==> config.mk <==
export PLATFORM = sky130hd
export DESIGN_NAME = vram_reader_flat
export DESIGN_NICKNAME = d
export VERILOG_FILES = /design/src/rtl/vram_reader_if.sv /design/src/rtl/vram_reader.sv /design/src/flat_wrapper.sv
export SDC_FILE = /design/constraint.sdc
export NUM_CORES = 1
export LEC_CHECK = 0
export ABC_CLOCK_PERIOD_IN_PS = 2090
export BUFFER_PORTS_ARGS = -buffer_cell sky130_fd_sc_hd__buf_2
export CAP_MARGIN = 5
export CORE_MARGIN = 2
export CORE_UTILIZATION = 55
export CTS_CLUSTER_DIAMETER = 50
export DETAILED_ROUTE_END_ITERATION = 8
export GPL_TIMING_DRIVEN = 0
export PLACE_DENSITY = 0.86
export SYNTH_ARGS = -nofsm -noshare
export SYNTH_HDL_FRONTEND = slang
export SYNTH_SLANG_ARGS = --single-unit
==> constraint.sdc <==
create_clock -name clk -period 2.09 [get_ports clk]
set_clock_uncertainty 0.1 [all_clocks]
set_input_delay 0.209 -clock clk [delete_from_list [all_inputs] [get_ports clk]]
set_output_delay 0.209 -clock clk [all_outputs]
set_load 0.05 [all_outputs]
==> src/rtl/vram_reader_if.sv <==
// Byte-wide read port between vram_reader and the data RAM's second read port.
interface vram_reader_if;
  logic       rd_en;
  logic [7:0] rd_addr;
  logic [7:0] rd_data;

  modport master (output rd_en, output rd_addr, input rd_data);
  modport slave  (input rd_en, input rd_addr, output rd_data);
endinterface

==> src/rtl/vram_reader.sv <==
// Copies a NUM_BYTES window of data RAM into a shadow buffer on each frame_start, then commits it atomically to the display buffer.
// frame_done lands NUM_BYTES+READ_LATENCY cycles after the first read; no backpressure: frame_start while busy is dropped and flagged as overrun.
module vram_reader #(
  parameter logic [7:0] BASE_ADDR    = 8'h00,
  parameter int         NUM_BYTES    = 16,
  parameter int         READ_LATENCY = 1,
  localparam int        IW           = (NUM_BYTES > 1) ? $clog2(NUM_BYTES) : 1
) (
  input  logic          clk,
  input  logic          rst,
  input  logic          frame_start,
  vram_reader_if.master ram,
  input  logic [IW-1:0] disp_idx,
  output logic [7:0]    disp_byte,
  output logic          busy,
  output logic          frame_done,
  output logic          overrun
);
  typedef enum logic [1:0] {IDLE, FETCH, DRAIN, COMMIT} state_t;

  localparam logic [8:0]  NUM_CNT  = 9'(NUM_BYTES);
  localparam logic [8:0]  LAST_CNT = 9'(NUM_BYTES - 1);
  localparam logic [IW:0] NUM_LIM  = (IW+1)'(NUM_BYTES);

  state_t                  state;
  logic [8:0]              issue_cnt;
  logic [8:0]              cap_cnt;
  logic [IW-1:0]           req_idx;
  logic [READ_LATENCY-1:0] pipe_vld;
  logic [IW-1:0]           pipe_idx [READ_LATENCY];
  logic [7:0]              shadow   [NUM_BYTES];
  logic [7:0]              display  [NUM_BYTES];
  logic                    cap_vld;
  logic [IW-1:0]           cap_idx;

  assign cap_vld = pipe_vld[READ_LATENCY-1];
  assign cap_idx = pipe_idx[READ_LATENCY-1];

  always_ff @(posedge clk or negedge rst) begin
    if (!rst) begin
      state       <= IDLE;
      issue_cnt   <= '0;
      cap_cnt     <= '0;
      req_idx     <= '0;
      ram.rd_en   <= 1'b0;
      ram.rd_addr <= 8'h00;
      busy        <= 1'b0;
      frame_done  <= 1'b0;
      overrun     <= 1'b0;
    end else begin
      frame_done <= 1'b0;
      overrun    <= frame_start && (state != IDLE);
      if (cap_vld) cap_cnt <= cap_cnt + 9'd1;
      case (state)
        IDLE: begin
          if (frame_start) begin
            state       <= FETCH;
            busy        <= 1'b1;
            ram.rd_en   <= 1'b1;
            ram.rd_addr <= BASE_ADDR;
            req_idx     <= '0;
            issue_cnt   <= 9'd1;
            cap_cnt     <= '0;
          end
        end
        FETCH: begin
          if (issue_cnt == NUM_CNT) begin
            ram.rd_en <= 1'b0;
            state     <= DRAIN;
          end else begin
            ram.rd_en   <= 1'b1;
            ram.rd_addr <= BASE_ADDR + issue_cnt[7:0];
            req_idx     <= issue_cnt[IW-1:0];
            issue_cnt   <= issue_cnt + 9'd1;
          end
        end
        DRAIN: begin
          // Move on in the same edge that lands the final byte, so COMMIT sees a complete shadow.
          if (cap_vld && cap_cnt == LAST_CNT) begin
            state      <= COMMIT;
            frame_done <= 1'b1;
          end
        end
        COMMIT: begin
          state <= IDLE;
          busy  <= 1'b0;
        end
        default: state <= IDLE;
      endcase
    end
  end

  // Stage 0 captures the request as the RAM samples it; the last stage lines up with rd_data.
  always_ff @(posedge clk or negedge rst) begin
    if (!rst) begin
      pipe_vld <= '0;
      for (int k = 0; k < READ_LATENCY; k++) pipe_idx[k] <= '0;
    end else begin
      pipe_vld[0] <= ram.rd_en;
      pipe_idx[0] <= req_idx;
      for (int k = 1; k < READ_LATENCY; k++) begin
        pipe_vld[k] <= pipe_vld[k-1];
        pipe_idx[k] <= pipe_idx[k-1];
      end
    end
  end

  always_ff @(posedge clk or negedge rst) begin
    if (!rst) begin
      for (int i = 0; i < NUM_BYTES; i++) begin
        shadow[i]  <= 8'h00;
        display[i] <= 8'h00;
      end
    end else begin
      if (cap_vld) shadow[cap_idx] <= ram.rd_data;
      if (state == COMMIT) begin
        for (int i = 0; i < NUM_BYTES; i++) display[i] <= shadow[i];
      end
    end
  end

  always_comb begin
    disp_byte = 8'h00;
    if ({1'b0, disp_idx} < NUM_LIM) disp_byte = display[disp_idx];
  end
endmodule

==> src/flat_wrapper.sv <==
// flat-port wrapper written by rule: the top's interface ports become plain ports
module vram_reader_flat 
#(
  parameter logic [7:0] BASE_ADDR    = 8'h00,
  parameter int         NUM_BYTES    = 16,
  parameter int         READ_LATENCY = 1,
  localparam int        IW           = (NUM_BYTES > 1) ? $clog2(NUM_BYTES) : 1
)
  (clk, rst, frame_start, disp_idx, disp_byte, busy, frame_done, overrun, ram_rd_en, ram_rd_addr, ram_rd_data);
  vram_reader_if ram_i ();
  input  logic clk;
  input  logic rst;
  input  logic frame_start;
  input  logic [IW-1:0] disp_idx;
  output logic [7:0] disp_byte;
  output logic busy;
  output logic frame_done;
  output logic overrun;
  output wire logic [$bits(ram_i.rd_en)-1:0] ram_rd_en;
  output wire logic [$bits(ram_i.rd_addr)-1:0] ram_rd_addr;
  input wire logic [$bits(ram_i.rd_data)-1:0] ram_rd_data;
  assign ram_rd_en = ram_i.rd_en;
  assign ram_rd_addr = ram_i.rd_addr;
  assign ram_i.rd_data = ram_rd_data;
  vram_reader #(.BASE_ADDR(BASE_ADDR), .NUM_BYTES(NUM_BYTES), .READ_LATENCY(READ_LATENCY)) u_core (.clk(clk), .rst(rst), .frame_start(frame_start), .ram(ram_i), .disp_idx(disp_idx), .disp_byte(disp_byte), .busy(busy), .frame_done(frame_done), .overrun(overrun));
endmodule
==> impl_metrics.toml <==
[clock_network]
htree_levels = 1
cts_tree = "done"
clockBufferDepth = 3
cts_made_buffers = 30
clkTransAtPathRegs_ns = 0.06
clock_latency_ns = 0.55
cts.sink_count = 293
cts_root_buf = "clkbuf_16"

[min_path]
hp-class = "primary input to async pin"

[sta]
period_share_pct = 109
fin_setup_tns_ns = -1.24
max_slew_margin_pct = 30.8
setup_viol_count_final = 8
slew_violations = 0
tightest_slew_ns = 1.03
worst_slack_ns = -0.191
grt_setup_unrepaired = "yes"
period_needed_ns = 2.28
timing.fmax_mhz = 438
hold_viol = 0

[synthesis]
netlist_area_mm2 = 0.0122
ys.flop_type = "dfrtp_1"
yosys_warnings = 0
synth.distinct_cells = 46
synth_cells = 794
synthTopCellsByArea = "dfrtp_1 (60%), mux2_2 (22%), mux4_2 (5.9%)"
yosys_register_bits = 293
ys_seq_area_share_pct = 59.9
syn-num-nets = 816
async_reset_ff_share_pct = 100
yosys.area.top_type = "dfrtp_1"
synth-edff-count = 0
synth.avg_cell_area_um2 = 15.4
yosysTopAreaCellShare_pct = 59.9

[global_route]
antenna_found_initial = 1
grt_pass1_vias = 7550
grt_max_degree = 124
track_usage_pct = 23.6
grt_pass1_wl_um = 43300
grt-ovfl-total = 0

[routing]
drc = 0
drtIter0Drc = 419
wl_per_cell_um = 22.5
vias = 6955
dr.pass1.iters = 4
wl_um = 26600
post_drt_via_cell_ratio = 5.89
drtAntennaViolNets = 0

[critical_path]
cp_data_required_time_ns = 1.78
crit_family = "multiplexers"
crit_type = "register to output pin"
worst_setup_path_end_kind = "output pin"
cp-start-kind = "register"
max_stage_delay_ns = 0.51
critPathBufInv = 1
arrival_ns = 1.97
crit_cells = 4
r2r_cells = 4
r2r_slack_ns = 0.05
cp_max_fo = 2
crit_slowest_cell = "mux4_2"
crit_chain = "mux4_2 -> a22oi_1 -> nand2_2 -> buf_8"

[final_layout]
postLayoutCoreUtil_pct = 65.0
area_delta_synth_final_pct = 15.8
diodes = 0
final_cell_count_no_fill = 1180
layout.nets = 898
post_route_cells_drive_above_1_share_pct = 48.0
nFillCells = 1478

[power]
ir_worst_vdd_mv = 0.614
powerDensity_mw_per_mm2 = 845
p_leak_nw = 6.42

[floorplanning]
start_util_pct = 56.1
die_area_mm2 = 0.0235
die_h_um = 153
die_w_um = 153
rows = 54
coreArea_mm2 = 0.0218
pin_count = 35

[run_status]
violations = "negative setup slack"
status = "finished, violations left"

[placement]
dpl.hpwl_um = 16900
dp.cells = 1109
place_ws_ns = -0.275
gp_congestion = 0.799
portBuffers = 33

[job]
max_cap_viol_count = 0
[cell usage in the layout (no fill, tap or decap), types with 3 or more instances in the layout]
master / n
bufinv_16: 4
mux4_2: 32
mux2_1: 20
dlygate4sd3_1: 10
a22oi_2: 10
nor4_1: 4
nor3_1: 4
and2_1: 3
nand2_1: 31
a22oi_1: 7
mux2_2: 236
a21oi_1: 4
dfrtp_1: 293
buf_4: 5
nor2_2: 9
clkbuf_16: 31
ha_1: 7
nand3_1: 3
clkbuf_2: 6
o21ai_0: 11
clkbuf_8: 8
nand2_2: 5
xor2_1: 3
inv_1: 6
nor2b_1: 5
buf_2: 42
nor2_1: 16
or3_1: 5
clkinv_2: 10
xnor2_1: 8
clkbuf_1: 15
buf_6: 7
[layer usage]
| layer | part of all wire [%] | vias to the layer above | track usage (%) |
|---|---|---|---|
| met1 | 42 | 3683 | 32.7 |
| met3 | 6.4 | 51 | 4.39 |
| met2 | 49 | 188 | 37.7 |
| met5 | 0 | - | 0 |
| li1 | - | 3033 | - |
| met4 | 3.2 | 0 | 8.64 |
[sequential cells by signal (all words and copies together), names as in the netlist]
name                flops
u_core.issue_cnt        9
u_core.cap_idx          4
u_core.cap_vld          1
u_core.busy             1
u_core.state            2
u_core.overrun          1
u_core.ram.rd_addr      5
u_core.frame_done       1
u_core.req_idx          3
u_core.display        128
u_core.ram.rd_en        1
u_core.cap_cnt          9
u_core.shadow         128
[synthesized netlist by cell type, types with 4 or more instances]
master and number:
dfrtp_1 293, mux2_2 236, nand2_1 36, mux4_2 32, buf_2 20, clkbuf_1 20, mux2_1 20, a22oi_1 17
nor2_1 16, o21ai_0 11, nor2_2 9, xnor2_1 8, ha_1 7, inv_1 6, nor2b_1 5, or3_1 5
a21oi_1 4, nor3_1 4, nor4_1 4
[path summary, 6_finish.rpt]
kind,from,to
worst max-delay path,u_core.display[7],disp_byte[7]
worst min-delay path,rst,u_core.cap_cnt[7]
worst max register to register,u_core.cap_idx[0],u_core.shadow[19]
worst min register to register,u_core.ram.rd_en,u_core.cap_vld
max in group asynchronous,rst,u_core.display[78]
min in group clk,u_core.ram.rd_en,u_core.cap_vld
[cells by family (layout without fill, tap and decap cells)]
kind of cell | after synthesis | after routing | synth area share, %
adder cells (fa/ha/maj) | 7 | 7 | 0.715
buffers and inverters | 50 | 156 | 1.89
flip-flops | 293 | 293 | 59.9
multiplexers | 291 | 291 | 29.7
XOR/XNOR | 11 | 11 | 0.787
AO/OA/AOI/OAI | 39 | 39 | 2.22
AND/OR/NAND/NOR | 103 | 103 | 4.81
[power by group]
part	internal, mW	leakage (nW)	switching, mW
registers	5.80	3.73	0.0649
clock network	3.45	0.537	2.25
logic	0.156	2.15	0.259
[per-stage QoR]
step | hold WS (ns) | area, um^2 | total power [mW]
2_1_floorplan | -0.187 | 12200 | 6.13
3_5_place_dp | 0.152 | 12800 | 6.36
5_1_grt | 0.234 | 14200 | 12.3
3_3_place_gp | 0.303 | 12800 | 6.33
4_1_cts | 0.166 | 14100 | 12.0
6_report | 0.121 | 14200 | 12.0
[worst register-to-register path: stages (launching register included)]
cell and delay (ns):
dfrtp_1 0.33, clkbuf_1 0.28, nand2b_1 0.21, nor2_2 0.59
mux2_2 0.41
[area by class of cell]
class                   instances  area, um^2  share of cell area [%]
repair buffers                 50         422                    2.97
multi-input cells             451        4760                    33.6
flip-flops and latches        293        7330                    51.7
clock inverters                18         203                    1.43
inverters                       6        22.5                   0.159
plain buffers                  44         213                    1.50
clock buffers                  38         872                    6.15
well taps                     280         350                    2.47
[what timing repair did]
item,CTS,global route
hold buffers,10,0
setup endpoints to repair,38,117
pin swaps,16,8
endpoints found under the hold margin,140,0
buffers inserted,0,5
gates resized for setup,27,17
Note: power is estimated with default switching activity, not from simulation.
